File: config.mk
export PLATFORM = sky130hd
export DESIGN_NAME = alu_uart_ctrl_flat
export DESIGN_NICKNAME = d
export VERILOG_FILES = /design/src/rtl/alu_pkg.sv /design/src/rtl/alu_uart_ctrl_if.sv /design/src/rtl/alu_uart_ctrl.sv /design/src/flat_wrapper.sv
export SDC_FILE = /design/constraint.sdc
export NUM_CORES = 1
export LEC_CHECK = 0
export ABC_AREA = 0
export CELL_PAD_IN_SITES_DETAIL_PLACEMENT = 0
export CELL_PAD_IN_SITES_GLOBAL_PLACEMENT = 2
export CORE_MARGIN = 2
export CORE_UTILIZATION = 32
export DETAILED_ROUTE_END_ITERATION = 6
export PLACE_DENSITY_LB_ADDON = 0.1
export SLEW_MARGIN = 20
export SYNTH_ARGS = -nofsm -noshare
export SYNTH_HDL_FRONTEND = slang
export SYNTH_SLANG_ARGS = --single-unit
File: constraint.sdc
create_clock -name clk -period 4.3 [get_ports clk]
set_input_delay 0.86 -clock clk [delete_from_list [all_inputs] [get_ports clk]]
set_output_delay 0.86 -clock clk [all_outputs]
set_load 0.1 [all_outputs]
File: src/rtl/alu_pkg.sv
// Shared ALU definitions: opcodes, controller states and the error byte.
// Imported by the UART controller and the external ALU.
package alu_pkg;

    localparam logic [5:0] OP_ADD = 6'b100000;
    localparam logic [5:0] OP_SUB = 6'b100010;
    localparam logic [5:0] OP_AND = 6'b100100;
    localparam logic [5:0] OP_OR  = 6'b100101;
    localparam logic [5:0] OP_XOR = 6'b100110;
    localparam logic [5:0] OP_NOR = 6'b100111;
    localparam logic [5:0] OP_SRA = 6'b000011;
    localparam logic [5:0] OP_SRL = 6'b000010;

    localparam logic [7:0] ERR_BYTE = 8'hEE;

    typedef enum logic [3:0] {
        S_WAIT_A,
        S_WAIT_B,
        S_WAIT_OP,
        S_EXEC,
        S_SEND_RES,
        S_WAIT_TX_RES,
        S_SEND_FLG,
        S_WAIT_TX_FLG,
        S_SEND_ERR,
        S_WAIT_TX_ERR
    } state_t;

    typedef enum logic [1:0] {
        TX_RES,
        TX_FLG,
        TX_ERR
    } tx_sel_t;

    function automatic logic op_valid(input logic [5:0] op);
        case (op)
            OP_ADD, OP_SUB, OP_AND, OP_OR,
            OP_XOR, OP_NOR, OP_SRA, OP_SRL: return 1'b1;
            default:                        return 1'b0;
        endcase
    endfunction

endpackage

File: src/rtl/alu_uart_ctrl_if.sv
// UART byte handshake between the ALU controller and the UART rx/tx pair.
// ctrl is the controller side, uart the transceiver side.
interface alu_uart_ctrl_if;

    logic       rx_done;
    logic [7:0] rx_data;
    logic       tx_done;
    logic       tx_start;
    logic [7:0] tx_data;

    modport ctrl (
        input  rx_done,
        input  rx_data,
        input  tx_done,
        output tx_start,
        output tx_data
    );

    modport uart (
        output rx_done,
        output rx_data,
        output tx_done,
        input  tx_start,
        input  tx_data
    );

endinterface

File: src/rtl/alu_uart_ctrl.sv
// Collects A, B and opcode bytes from the UART, drives the external ALU,
// then sends back the result byte and the flag byte (or 0xEE on a bad op).
module alu_uart_ctrl
    import alu_pkg::*;
#(
    parameter int N     = 8,
    parameter int NB_OP = 6
) (
    input  logic             clk,
    input  logic             reset,
    alu_uart_ctrl_if.ctrl    uart,
    input  logic [N-1:0]     alu_result,
    input  logic             alu_zero,
    input  logic             alu_overflow,
    input  logic             alu_carry,
    output logic [N-1:0]     alu_a,
    output logic [N-1:0]     alu_b,
    output logic [NB_OP-1:0] alu_op,
    output logic             busy
);

    state_t           state_q;
    tx_sel_t          sel_q;
    logic [N-1:0]     a_q;
    logic [N-1:0]     b_q;
    logic [NB_OP-1:0] op_q;
    logic [N-1:0]     res_q;
    logic [7:0]       flg_q;
    logic             tx_start_q;
    logic             busy_q;

    logic [5:0] op_byte;
    logic [7:0] res_byte;
    logic       unused_op_hi;

    // Opcode bits [7:6] are don't-care on the wire.
    assign op_byte      = uart.rx_data[5:0];
    assign unused_op_hi = ^uart.rx_data[7:6];
    assign res_byte     = 8'(res_q);

    always_ff @(posedge clk or posedge reset) begin
        if (reset) begin
            state_q    <= S_WAIT_A;
            sel_q      <= TX_RES;
            a_q        <= '0;
            b_q        <= '0;
            op_q       <= '0;
            res_q      <= '0;
            flg_q      <= '0;
            tx_start_q <= 1'b0;
            busy_q     <= 1'b0;
        end else begin
            tx_start_q <= 1'b0;
            unique case (state_q)
                S_WAIT_A: begin
                    if (uart.rx_done) begin
                        a_q     <= N'(uart.rx_data);
                        state_q <= S_WAIT_B;
                    end
                end
                S_WAIT_B: begin
                    if (uart.rx_done) begin
                        b_q     <= N'(uart.rx_data);
                        state_q <= S_WAIT_OP;
                    end
                end
                S_WAIT_OP: begin
                    if (uart.rx_done) begin
                        busy_q <= 1'b1;
                        if (op_valid(op_byte)) begin
                            op_q    <= NB_OP'(op_byte);
                            state_q <= S_EXEC;
                        end else begin
                            sel_q      <= TX_ERR;
                            tx_start_q <= 1'b1;
                            state_q    <= S_SEND_ERR;
                        end
                    end
                end
                // Start is raised here so it is high during SEND_RES.
                S_EXEC: begin
                    res_q      <= alu_result;
                    flg_q      <= {5'b0, alu_carry, alu_overflow, alu_zero};
                    sel_q      <= TX_RES;
                    tx_start_q <= 1'b1;
                    state_q    <= S_SEND_RES;
                end
                S_SEND_RES: state_q <= S_WAIT_TX_RES;
                S_WAIT_TX_RES: begin
                    if (uart.tx_done) begin
                        sel_q      <= TX_FLG;
                        tx_start_q <= 1'b1;
                        state_q    <= S_SEND_FLG;
                    end
                end
                S_SEND_FLG: state_q <= S_WAIT_TX_FLG;
                S_SEND_ERR: state_q <= S_WAIT_TX_ERR;
                S_WAIT_TX_FLG, S_WAIT_TX_ERR: begin
                    if (uart.tx_done) begin
                        busy_q  <= 1'b0;
                        state_q <= S_WAIT_A;
                    end
                end
                default: begin
                    busy_q  <= 1'b0;
                    state_q <= S_WAIT_A;
                end
            endcase
        end
    end

    always_comb begin
        uart.tx_data = res_byte;
        unique case (sel_q)
            TX_FLG:  uart.tx_data = flg_q;
            TX_ERR:  uart.tx_data = ERR_BYTE;
            default: uart.tx_data = res_byte;
        endcase
    end

    assign uart.tx_start = tx_start_q;
    assign alu_a         = a_q;
    assign alu_b         = b_q;
    assign alu_op        = op_q;
    assign busy          = busy_q;

endmodule
File: src/flat_wrapper.sv
// flat-port wrapper written by rule: the top's interface ports become plain ports
module alu_uart_ctrl_flat import alu_pkg::*;
#(
    parameter int N     = 8,
    parameter int NB_OP = 6
)
  (clk, reset, alu_result, alu_zero, alu_overflow, alu_carry, alu_a, alu_b, alu_op, busy, uart_rx_done, uart_rx_data, uart_tx_done, uart_tx_start, uart_tx_data);
  alu_uart_ctrl_if uart_i ();
  input  logic clk;
  input  logic reset;
  input  logic [N-1:0] alu_result;
  input  logic alu_zero;
  input  logic alu_overflow;
  input  logic alu_carry;
  output logic [N-1:0] alu_a;
  output logic [N-1:0] alu_b;
  output logic [NB_OP-1:0] alu_op;
  output logic busy;
  input wire logic [$bits(uart_i.rx_done)-1:0] uart_rx_done;
  input wire logic [$bits(uart_i.rx_data)-1:0] uart_rx_data;
  input wire logic [$bits(uart_i.tx_done)-1:0] uart_tx_done;
  output wire logic [$bits(uart_i.tx_start)-1:0] uart_tx_start;
  output wire logic [$bits(uart_i.tx_data)-1:0] uart_tx_data;
  assign uart_i.rx_done = uart_rx_done;
  assign uart_i.rx_data = uart_rx_data;
  assign uart_i.tx_done = uart_tx_done;
  assign uart_tx_start = uart_i.tx_start;
  assign uart_tx_data = uart_i.tx_data;
  alu_uart_ctrl #(.N(N), .NB_OP(NB_OP)) u_core (.clk(clk), .reset(reset), .uart(uart_i), .alu_result(alu_result), .alu_zero(alu_zero), .alu_overflow(alu_overflow), .alu_carry(alu_carry), .alu_a(alu_a), .alu_b(alu_b), .alu_op(alu_op), .busy(busy));
endmodule
After elaboration in Yosys (flattened, before gate mapping):

Index checks and enable logic that the tools add are counted.

* register bits after elaboration: 41
* input bits: 23
* logic and storage cells: 68

* bitwise operators: 1
* equality and inequality tests: 25
* reduce and logical (&&, ||, !) cells: 11
* multiplexer cells: 22

Operators with widths (number)
* $eq 6x6->1 const B: 6
* $pmux 4 s9: 1
* $mux 4: 6
* $eq 4x3->1 const B: 4
* $pmux 8 s2: 1
* $eq 6x2->1 const B: 2
* $ne 2x2->1 const B: 6
* $eq 4x2->1 const B: 2
* $eq 4x4->1 const B: 2
* $mux 1: 8
* $reduce_or 8->1: 1
* $reduce_or 7->1: 1
* $mux 2: 3
* $pmux 1 s3: 2
* $pmux 2 s3: 1
* $reduce_and 3->1: 2
* $reduce_and 5->1: 1
* $eq 4x1->1 const B: 1
* $logic_not 4->1: 1
* $reduce_and 2->1: 2
* $reduce_and 4->1: 1
* $reduce_bool 3->1: 1
* $eq 2x1->1 const B: 1
* $eq 2x2->1 const B: 1
* 2 further kinds: 2

Logic depth before layout (Yosys ltp):

Gate-level depths: netlist (run 1).

* word-level depth: 8
* gate-level depth with buffers: 5
* mapped depth without buffers: 4

Worst setup path before layout (run 1):

OpenSTA, ideal clock, no wires.

* kind: register -> output
* start: register u_core.sel_q[0]
* end: output uart_tx_data[0]
* path buffers: 1
* required time: 3440 ps
* cell stages (with the launch flop): 5
* slack: 444 ps
* arrival time: 2996 ps
* cells stage by stage: dfrtp_1 > inv_1 > ha_1 > clkbuf_1 > o21ai_0

* longest elaborated chain between the ends: 2
* elaborated cells on any way between the ends: 3

RTL lines
* start: declaration: line alu_uart_ctrl.sv:23 `tx_sel_t sel_q;`
* start signal: assignment: line alu_uart_ctrl.sv:44 `sel_q <= TX_RES;`
* start signal: assignment: line alu_uart_ctrl.sv:74 `sel_q <= TX_ERR;`
* start signal: assignment: line alu_uart_ctrl.sv:84 `sel_q <= TX_RES;`
* $eq 2x2->1 or $eq 2x1->1 (tied branches): line alu_uart_ctrl.sv:114 `unique case (sel_q)`
* $pmux 8 s2 (*): line alu_uart_ctrl.sv:114
* end: declaration: line flat_wrapper.sv:23 `output wire logic [$bits(uart_i.tx_data)-1:0] uart_tx_data;`

Every way passes the cells marked *; elsewhere a longest branch is shown, timed or not.

Worst setup path in the final report (run 1):

* start: register u_core.sel_q[0]
* end: output uart_tx_data[1]

Same word-level chain as after synthesis.

==> flow_metrics.py, run 1 <==
metrics = {
    "setup_path": {
        "worstSetupPathType": "reg2out",
        "reg2regPathDepth": 4,
        "cp_max_fo": 12,
        "critical_path.endpoint_type": "output port",
        "r2r_slack_ns": 2.30,
        "arrival_ns": 2.49,
        "critPathRequiredTime_ns": 3.44,
        "cp-start-kind": "register",
        "r2r-end": "u_core.alu_op[0]$_DFFE_PP0P_",
        "r2r-start": "u_core.state_q[2]$_DFFE_PP0P_",
    },
    "yosys": {
        "yosysMostFrequentCell": "dfrtp_1",
        "yosys-top-cells-area": "dfrtp_1 53%, mux2_2 16%, mux2_4 3.1%",
        "avgSynthCellArea_sq_um": 11.92,
        "synth_common_cells": "41 x dfrtp_1, 27 x mux2_2, 15 x nand2_1, 8 x nor2_1, 8 x o21ai_0",
        "synth_area_sq_mm": 0.001919,
        "ys_warn_count": 0,
        "synthAdderAreaFrac": 0.01304,
        "synth-simple-area-share": 0.1291,
        "synth_cells": 161,
        "yosysTopAreaCellShare": 0.5346,
        "synth_compound_area_frac": 0.09648,
        "synth_xor_xnor_area_share": 0,
        "syn-num-nets": 186,
        "synthArstFlopShare": 1.000,
        "ys_ff_latch": 41,
        "yosys.area.top_type": "dfrtp_1",
        "synth-main-ff-cell": "dfrtp_1",
        "synth.area.mux_share": 0.2001,
        "synth_top_family_by_area": "multiplexers",
        "ys_seq_area_frac": 0.5346,
        "ys_types": 33,
        "synth_edf_count": 0,
    },
    "finish": {
        "register_area_sq_mm": 0.001026,
        "fin_util": 0.4453,
        "final_cell_area_sq_mm": 0.002605,
        "fillers": 531,
        "area_growth_pct": 35.72,
        "finalNetCount": 241,
        "diodes": 0,
        "final_layout_size_suffix_gt1_frac": 0.2120,
        "multi_input_area_sq_um": 842.1,
        "layout.cells.non_filler": 292,
    },
    "routing": {
        "drc": 0,
        "drt_first_pass_iters": 4,
        "vias_per_cell": 4.825,
        "drt_iter0_drc": 66,
        "wl_per_cell_um": 14.59,
        "route.antenna.remaining_nets": 0,
        "num_vias": 1409,
        "drt_wl_total_mm": 4.261,
    },
    "place": {
        "gp_congestion": 0.7616,
        "dpl.hpwl_mm": 3.117,
        "placedCellCount": 284,
        "place_area_sq_mm": 0.002522,
        "portBuffers": 54,
    },
    "sta": {
        "hold_violations": 0,
        "worst_pin_slew_ns": 0.9883,
        "maxSlewViolCount": 0,
        "rsz0062_at_grt": "no",
        "slew_headroom": 0.3391,
        "fin_skew_ns": 0.01436,
        "finalSetupViolCount": 0,
        "fin_tns_setup_ns": 0,
        "fin_crit_sh": 0.7793,
        "min_period_ns": 3.351,
        "max_freq_mhz": 298.4,
    },
    "floorplanning": {
        "fp-row-count": 28,
        "die-area_sq_mm": 0.006633,
        "die_w_um": 81.45,
        "ios": 55,
        "die_h_um": 81.45,
        "coreArea_sq_mm": 0.005851,
        "initial_core_util": 0.3281,
    },
    "worst_hold_path": {
        "hold_depth": 1,
        "worstHoldPathType": "reg2reg",
        "hp-start": "u_core.alu_op[3]$_DFFE_PP0P_",
        "min_to": "u_core.alu_op[3]$_DFFE_PP0P_",
    },
    "clock_tree": {
        "clock_sinks": 41,
        "cts.htree.levels": 2,
        "clk_pin_slew_worst_paths_ns": 0.08,
        "cts_hold_buf": 0,
        "clk_path_buf_depth": 2,
        "cts_root_buf": "clkbuf_8",
        "cts_resized": 0,
        "cts_tree": "built",
        "insertion_delay_ns": 0.29,
        "cts_inserted_buffers": 5,
        "post_cts_buffers": 0,
    },
    "outcome": {
        "status": "complete, no violations",
    },
    "global_route": {
        "antenna_found_initial": 0,
        "grt_max_degree": 23,
        "grt_usage": 0.1387,
        "grt_pass1_wl_mm": 7.003,
        "grt_pass1_vias": 1483,
        "gr-total-overflow": 0,
    },
    "job": {
        "cap_viol_max_count": 0,
    },
}
critical path, cell delays in order (launching register included):
cell and delay, ns:
dfrtp_1 0.35, inv_1 0.06, ha_1 0.41, o21ai_0 0.22, clkdlybuf4s50_1 1.16
through the flow:
step	hold WS, ns	setup slack, ns
2_1_floorplan	0.4721	0.4438
3_3_place_gp	0.4736	1.297
3_5_place_dp	0.4830	1.264
5_1_grt	0.5235	0.7798
6_report	0.5012	0.9492
4_1_cts	0.5060	0.9454
worst max path at each step:
stage | from | endpoint | slack (ns) | cells after the start
6_report | u_core.sel_q[0]$_DFFE_PP0P_ | uart_tx_data[1] | 0.95 | 4
3_5_place_dp | u_core.sel_q[0]$_DFFE_PP0P_ | uart_tx_data[2] | 1.26 | 4
5_1_grt | u_core.sel_q[1]$_DFFE_PP0P_ | uart_tx_data[2] | 0.78 | 4
2_1_floorplan | u_core.sel_q[0]$_DFFE_PP0P_ | uart_tx_data[0] | 0.44 | 4
4_1_cts | u_core.sel_q[0]$_DFFE_PP0P_ | uart_tx_data[2] | 0.95 | 4
3_3_place_gp | u_core.sel_q[0]$_DFFE_PP0P_ | uart_tx_data[1] | 1.30 | 4
logic make-up (layout without fill, tap and decap cells):
| logic type | count (synthesis) | after routing |
|---|---|---|
| flip-flops | 41 | 41 |
| AO/OA/AOI/OAI | 28 | 28 |
| adder cells (fa/ha/maj) | 2 | 2 |
| buffers and inverters | 13 | 69 |
| AND/OR/NAND/NOR | 44 | 44 |
| multiplexers | 33 | 33 |
final cells by class:
cell class,instances,share of cell area
flip-flops and latches,41,0.3939
repair buffers,55,0.2065
inverters,6,0.008646
clock buffers,6,0.02786
multi-input cells,107,0.3232
well taps,75,0.03602
clock inverters,2,0.003842
flip-flops by register name, summed over array words and instances, names as in the netlist:
register              count
u_core.alu_a              8
u_core.alu_b              8
u_core.alu_op             6
u_core.busy               1
u_core.flg_q              3
u_core.res_byte           8
u_core.sel_q              2
u_core.state_q            4
u_core.uart.tx_start      1
routing by layer:
layer / track usage / part of all wire
met5: 0 / 0
met4: 0.03559 / 0.0054
met3: 0.04945 / 0.064
met2: 0.2328 / 0.50
met1: 0.1696 / 0.43
cells in the final DEF, fill, tap and decap left out:
| cell | instances |
|---|---|
| nand2b_1 | 4 |
| or4b_4 | 1 |
| clkbuf_1 | 1 |
| nor2b_1 | 3 |
| o21ai_0 | 8 |
| clkinv_2 | 2 |
| nand3b_1 | 1 |
| o211a_1 | 1 |
| a22o_1 | 2 |
| and2_1 | 4 |
| ha_1 | 2 |
| nor3_4 | 1 |
| and3_1 | 2 |
| mux2_4 | 4 |
| nand3_4 | 1 |
| or3_1 | 1 |
| a211oi_1 | 3 |
| a21o_1 | 1 |
| mux2_2 | 27 |
| a2bb2oi_1 | 2 |
| buf_4 | 5 |
| dfrtp_1 | 41 |
| nor2_1 | 8 |
| a21oi_1 | 6 |
| nand4b_1 | 1 |
| o21a_1 | 1 |
| o311ai_0 | 1 |
| o31ai_1 | 1 |
| mux2i_1 | 2 |
| clkdlybuf4s50_1 | 50 |
| nand3_1 | 2 |
| clkbuf_8 | 5 |
| nand2_1 | 15 |
| inv_1 | 6 |
| o32a_1 | 1 |
| o22ai_1 | 1 |
Power of run 1 is not shown: default switching activity piles up to over one toggle a cycle in this logic, so the estimate is an artifact.
==> run 2: changes to the inputs <==
--- a/config.mk
+++ b/config.mk
@@ -9,7 +9,7 @@
 export CELL_PAD_IN_SITES_DETAIL_PLACEMENT = 0
 export CELL_PAD_IN_SITES_GLOBAL_PLACEMENT = 2
 export CORE_MARGIN = 2
-export CORE_UTILIZATION = 32
+export CORE_UTILIZATION = 30
 export DETAILED_ROUTE_END_ITERATION = 6
 export PLACE_DENSITY_LB_ADDON = 0.1
 export SLEW_MARGIN = 20
==> constraint.sdc (replaced) <==
create_clock -name clk -period 3.5 [get_ports clk]
set_input_delay 0.7 -clock clk [delete_from_list [all_inputs] [get_ports clk]]
set_output_delay 0.7 -clock clk [all_outputs]
set_load 0.1 [all_outputs]
==> run 2 against run 1 <==
Compared with the run above: worst hold slack better by 0.0041 ns; final area rose by 0.24%; via count shrank 0.14%; register-to-register slack worse by 0.79 ns; wire length down 1.2%; highest routed layer unchanged.
==> flow_metrics.py, run 2 (synthesized netlist as in run 1, its figures left out) <==
metrics = {
    "finish": {
        "final_layout_size_suffix_gt1_frac": 0.2350,
        "final_common_cell": "clkdlybuf4s50_1",
        "fillers": 584,
        "diodes": 0,
        "most-common-layout-cells": "46 x clkdlybuf4s50_1, 41 x dfrtp_1, 27 x mux2_2",
        "register_area_sq_mm": 0.001026,
        "finalNetCount": 241,
        "multi_input_area_sq_um": 842.1,
        "area_growth_pct": 36.05,
    },
    "sta": {
        "finalSetupViolCount": 0,
        "fin_hold_ws_ns": 0.5053,
        "fin_crit_sh": 0.7179,
        "rsz0062_at_grt": "no",
        "fin_tns_setup_ns": 0,
        "maxSlewViolCount": 0,
        "slew_headroom": 0.3448,
        "min_period_ns": 2.513,
        "hold_violations": 0,
        "fin_skew_ns": 0.004489,
        "worst_pin_slew_ns": 0.9798,
        "max_freq_mhz": 398.0,
    },
    "floorplanning": {
        "die_w_um": 83.99,
        "ios": 55,
        "initial_core_util": 0.3058,
        "die_h_um": 83.99,
        "die-area_sq_mm": 0.007053,
        "coreArea_sq_mm": 0.006277,
        "fp-row-count": 29,
    },
    "routing": {
        "vias_per_cell": 4.786,
        "drc": 0,
        "drt_first_pass_iters": 4,
        "route.antenna.remaining_nets": 0,
        "drt_iter0_drc": 76,
        "wl_per_cell_um": 14.32,
        "num_vias": 1407,
        "drt_wl_total_mm": 4.210,
    },
    "clock_tree": {
        "insertion_delay_ns": 0.29,
        "post_cts_buffers": 0,
        "cts_hold_buf": 0,
        "clk_path_buf_depth": 2,
        "cts.htree.levels": 2,
        "cts_root_buf": "clkbuf_8",
        "cts_inserted_buffers": 5,
        "clock_sinks": 41,
        "clk_pin_slew_worst_paths_ns": 0.08,
        "cts_tree": "built",
        "cts_resized": 0,
    },
    "setup_path": {
        "path_cells": "clkdlybuf4s50_1",
        "arrival_ns": 1.81,
        "critical_path.endpoint_type": "output port",
        "critPathRequiredTime_ns": 2.80,
        "cp-start-kind": "register",
        "slowest_stage": "clkdlybuf4s50_1",
        "path_buf_inv": 1,
        "cp_slowest_stage_delay_ns": 1.14,
        "cpLargestDelayFamily": "buffers and inverters",
        "cp_max_fo": 2,
        "worstSetupPathType": "reg2out",
    },
    "worst_hold_path": {
        "worstHoldPathType": "reg2reg",
    },
    "place": {
        "portBuffers": 54,
        "gp_congestion": 0.7984,
        "dpl.hpwl_mm": 3.067,
    },
    "global_route": {
        "grt_max_degree": 42,
        "grt_pass1_wl_mm": 7.065,
        "grt_usage": 0.1247,
        "grt_pass1_vias": 1471,
        "antenna_found_initial": 0,
        "gr-total-overflow": 0,
    },
    "job": {
        "cap_viol_max_count": 0,
    },
    "outcome": {
        "status": "complete, no violations",
    },
}
-- run 2: cell count changes in the layout (fill, tap and decap cells not counted) --
cell             change
buf_4                +4
clkbuf_1             -1
clkbuf_8             +1
clkdlybuf4s50_1      -4
clkinv_2             -1
clkinv_4             +1
-- run 2: path summary, 6_finish.rpt --
path | start | to | slack, ns | cells past startpoint
min in group asynchronous | reset | u_core.res_byte[6]$_DFFE_PP0P_ | 0.82 | 3
worst max-delay path | u_core.alu_op[1]$_DFFE_PP0P_ | alu_op[1] | 0.99 | 1
worst max register to register | u_core.state_q[2]$_DFFE_PP0P_ | u_core.alu_op[2]$_DFFE_PP0P_ | 1.51 | 4
worst min-delay path | u_core.res_byte[4]$_DFFE_PP0P_ | u_core.res_byte[4]$_DFFE_PP0P_ | 0.51 | 1
worst min register to register | u_core.res_byte[4]$_DFFE_PP0P_ | u_core.res_byte[4]$_DFFE_PP0P_ | 0.51 | 1
max in group asynchronous | reset | u_core.state_q[3]$_DFFE_PP0P_ | 2.32 | 3
-- run 2: final cells by class --
class / instances / area share
Clock buffer: 6 / 0.03162
Clock inverter: 2 / 0.005271
Inverter: 6 / 0.008625
Multi-Input combinational cell: 107 / 0.3225
Sequential cell: 41 / 0.3929
Tap cell: 77 / 0.03690
Timing Repair Buffer: 55 / 0.2022
-- run 2: per-layer routing --
layer	track usage	wire, um	vias to the layer above
li1	-	-	677
met1	0.1466	1849	688
met2	0.2182	2104	36
met3	0.03363	192	6
met4	0.04399	65	0
met5	0	0	-
-- run 2: metrics by stage --
step	worst slack, ns	instances	util	area (sq um)
6_report	0.9873	294	0.4160	2611
5_1_grt	0.9116	294	0.4160	2611
2_1_floorplan	-0.1962	161	-	1919
3_3_place_gp	1.128	286	0.4006	2515
4_1_cts	0.9645	294	0.4160	2611
3_5_place_dp	1.115	286	0.4006	2515
Power of run 2 is left out for the same reason.
==> run 3: changes to the inputs <==
==> constraint.sdc (replaced) <==
create_clock -name clk -period 2.5 [get_ports clk]
set_input_delay 0.5 -clock clk [delete_from_list [all_inputs] [get_ports clk]]
set_output_delay 0.5 -clock clk [all_outputs]
set_load 0.1 [all_outputs]
==> run 3 against run 2 <==
Compared with the run above: worst hold slack lost 0.016 ns; global-route usage grew 0.083 points; utilization grew 1.7 points; critical path depth grew 3; clock-buffer cell count shrank 1; non-clock buffer count grew 3; sequential share of layout area shrank 1.5 points.
==> flow_metrics.py, run 3 (synthesized netlist as in run 1, its figures left out) <==
metrics = {
    "place": {
        "portBuffers": 54,
        "gp_congestion": 0.8033,
        "dpl.hpwl_mm": 3.146,
        "place_area_sq_mm": 0.002577,
    },
    "outcome": {
        "status": "complete, no violations",
    },
    "setup_path": {
        "r2r-start": "u_core.state_q[1]$_DFFE_PP0P_",
        "critPathRequiredTime_ns": 2.00,
        "endpoint": "uart_tx_data[3]",
        "worstSetupPathType": "reg2out",
        "cp-start-kind": "register",
        "path_cells": "ha_1 -> nand2b_1 -> nand2_1 -> buf_12",
        "cp_slowest_stage_delay_ns": 0.50,
        "r2r_slack_ns": 0.53,
        "startpoint": "u_core.sel_q[1]$_DFFE_PP0P_",
        "critical_path.endpoint_type": "output port",
        "cp_max_fo": 12,
        "arrival_ns": 1.70,
        "reg2regPathDepth": 4,
        "slowest_stage": "ha_1",
        "r2r-end": "u_core.alu_op[1]$_DFFE_PP0P_",
    },
    "clock_tree": {
        "clock_sinks": 41,
        "cts_root_buf": "clkbuf_8",
        "clk_path_buf_depth": 2,
        "cts_hold_buf": 0,
        "insertion_delay_ns": 0.29,
        "post_cts_buffers": 0,
        "cts.htree.levels": 2,
        "cts_tree": "built",
        "cts_resized": 0,
        "cts_inserted_buffers": 5,
        "clk_pin_slew_worst_paths_ns": 0.08,
    },
    "floorplanning": {
        "die-area_sq_mm": 0.007053,
        "die_h_um": 83.99,
        "ios": 55,
        "initial_core_util": 0.3058,
        "fp-row-count": 29,
        "coreArea_sq_mm": 0.006277,
        "die_w_um": 83.99,
    },
    "global_route": {
        "antenna_found_initial": 0,
        "gr-total-overflow": 0,
        "grt_max_degree": 23,
        "grt_pass1_vias": 1413,
        "grt_pass1_wl_mm": 7.162,
        "grt_usage": 0.1255,
    },
    "finish": {
        "fillers": 604,
        "finalNetCount": 244,
        "final_layout_size_suffix_gt1_frac": 0.3545,
        "final_cell_area_sq_mm": 0.002715,
        "area_growth_pct": 41.46,
        "diodes": 0,
        "final_common_cell": "dfrtp_1",
        "register_area_sq_mm": 0.001026,
        "most-common-layout-cells": "41 x dfrtp_1, 28 x buf_4, 27 x mux2_2",
        "multi_input_area_sq_um": 842.1,
    },
    "sta": {
        "min_period_ns": 2.205,
        "fin_skew_ns": 0.003377,
        "fin_crit_sh": 0.8820,
        "slew_headroom": 0.6234,
        "hold_violations": 0,
        "max_freq_mhz": 453.5,
        "maxSlewViolCount": 0,
        "rsz0062_at_grt": "no",
        "finalSetupViolCount": 0,
        "worst_pin_slew_ns": 0.5648,
    },
    "job": {
        "cap_viol_max_count": 0,
    },
    "routing": {
        "num_vias": 1384,
        "drc": 0,
        "vias_per_cell": 4.660,
        "drt_wl_total_mm": 4.190,
        "drt_first_pass_iters": 4,
        "drt_iter0_drc": 41,
        "route.antenna.remaining_nets": 0,
        "wl_per_cell_um": 14.11,
    },
    "worst_hold_path": {
        "worstHoldPathType": "reg2reg",
        "hp-start": "u_core.alu_op[4]$_DFFE_PP0P_",
    },
}
## run 3: changes by cell type in the layout (fill, tap and decap cells not counted)
cell | before | now
clkdlybuf4s50_1 | 46 | 22
buf_4 | 9 | 28
buf_12 | 0 | 8
o21ai_0 | 8 | 5
o21ai_1 | 0 | 3
bufinv_16 | 0 | 2
clkbuf_8 | 6 | 5
clkinv_2 | 1 | 0
clkinv_4 | 1 | 0
inv_6 | 0 | 1
## run 3: through the flow
step	setup TNS, ns	std cells	util	hold slack (ns)	setup WS [ns]
after global routing	0	297	0.4325	0.5301	0.1564
after detailed placement	0	289	0.4106	0.4720	0.3127
final	0	297	0.4325	0.4897	0.2951
after global placement	0	289	0.4106	0.4728	0.3068
after floorplan	-0.7294	161	-	0.4721	-0.2431
after CTS	0	297	0.4325	0.4961	0.2645
## run 3: worst min-delay path by stage
stage	to	slack [ns]	cells past startpoint
final	u_core.alu_op[4]$_DFFE_PP0P_	0.49	1
after CTS	u_core.alu_op[4]$_DFFE_PP0P_	0.50	1
after global placement	u_core.alu_op[4]$_DFFE_PP0P_	0.47	1
after detailed placement	u_core.alu_op[4]$_DFFE_PP0P_	0.47	1
after floorplan	u_core.res_byte[4]$_DFFE_PP0P_	0.47	1
after global routing	u_core.alu_op[3]$_DFFE_PP0P_	0.53	1
## run 3: cell type report
class                   count  area share
multi-input cells         107      0.3101
repair buffers             58      0.2175
inverters                   6    0.008295
clock buffers               5     0.02535
flip-flops and latches     41      0.3779
well taps                  77     0.03548
clock inverters             3     0.02535
## run 3: per-layer routing
metal / vias to the layer above / track usage / part of all wire
li1: 678 / - / -
met1: 664 / 0.1678 / 0.48
met2: 38 / 0.2000 / 0.47
met3: 4 / 0.03165 / 0.047
met4: 0 / 0.03959 / 0.010
met5: - / 0 / 0
## run 3: critical path, delay by kind of cell (launching register included)
kind | cells | cell delay, ns
simple gates | 2 | 0.33
fa+ha+maj | 1 | 0.50
flops | 1 | 0.41
buf+inv | 1 | 0.18
Power of run 3 is left out for the same reason.
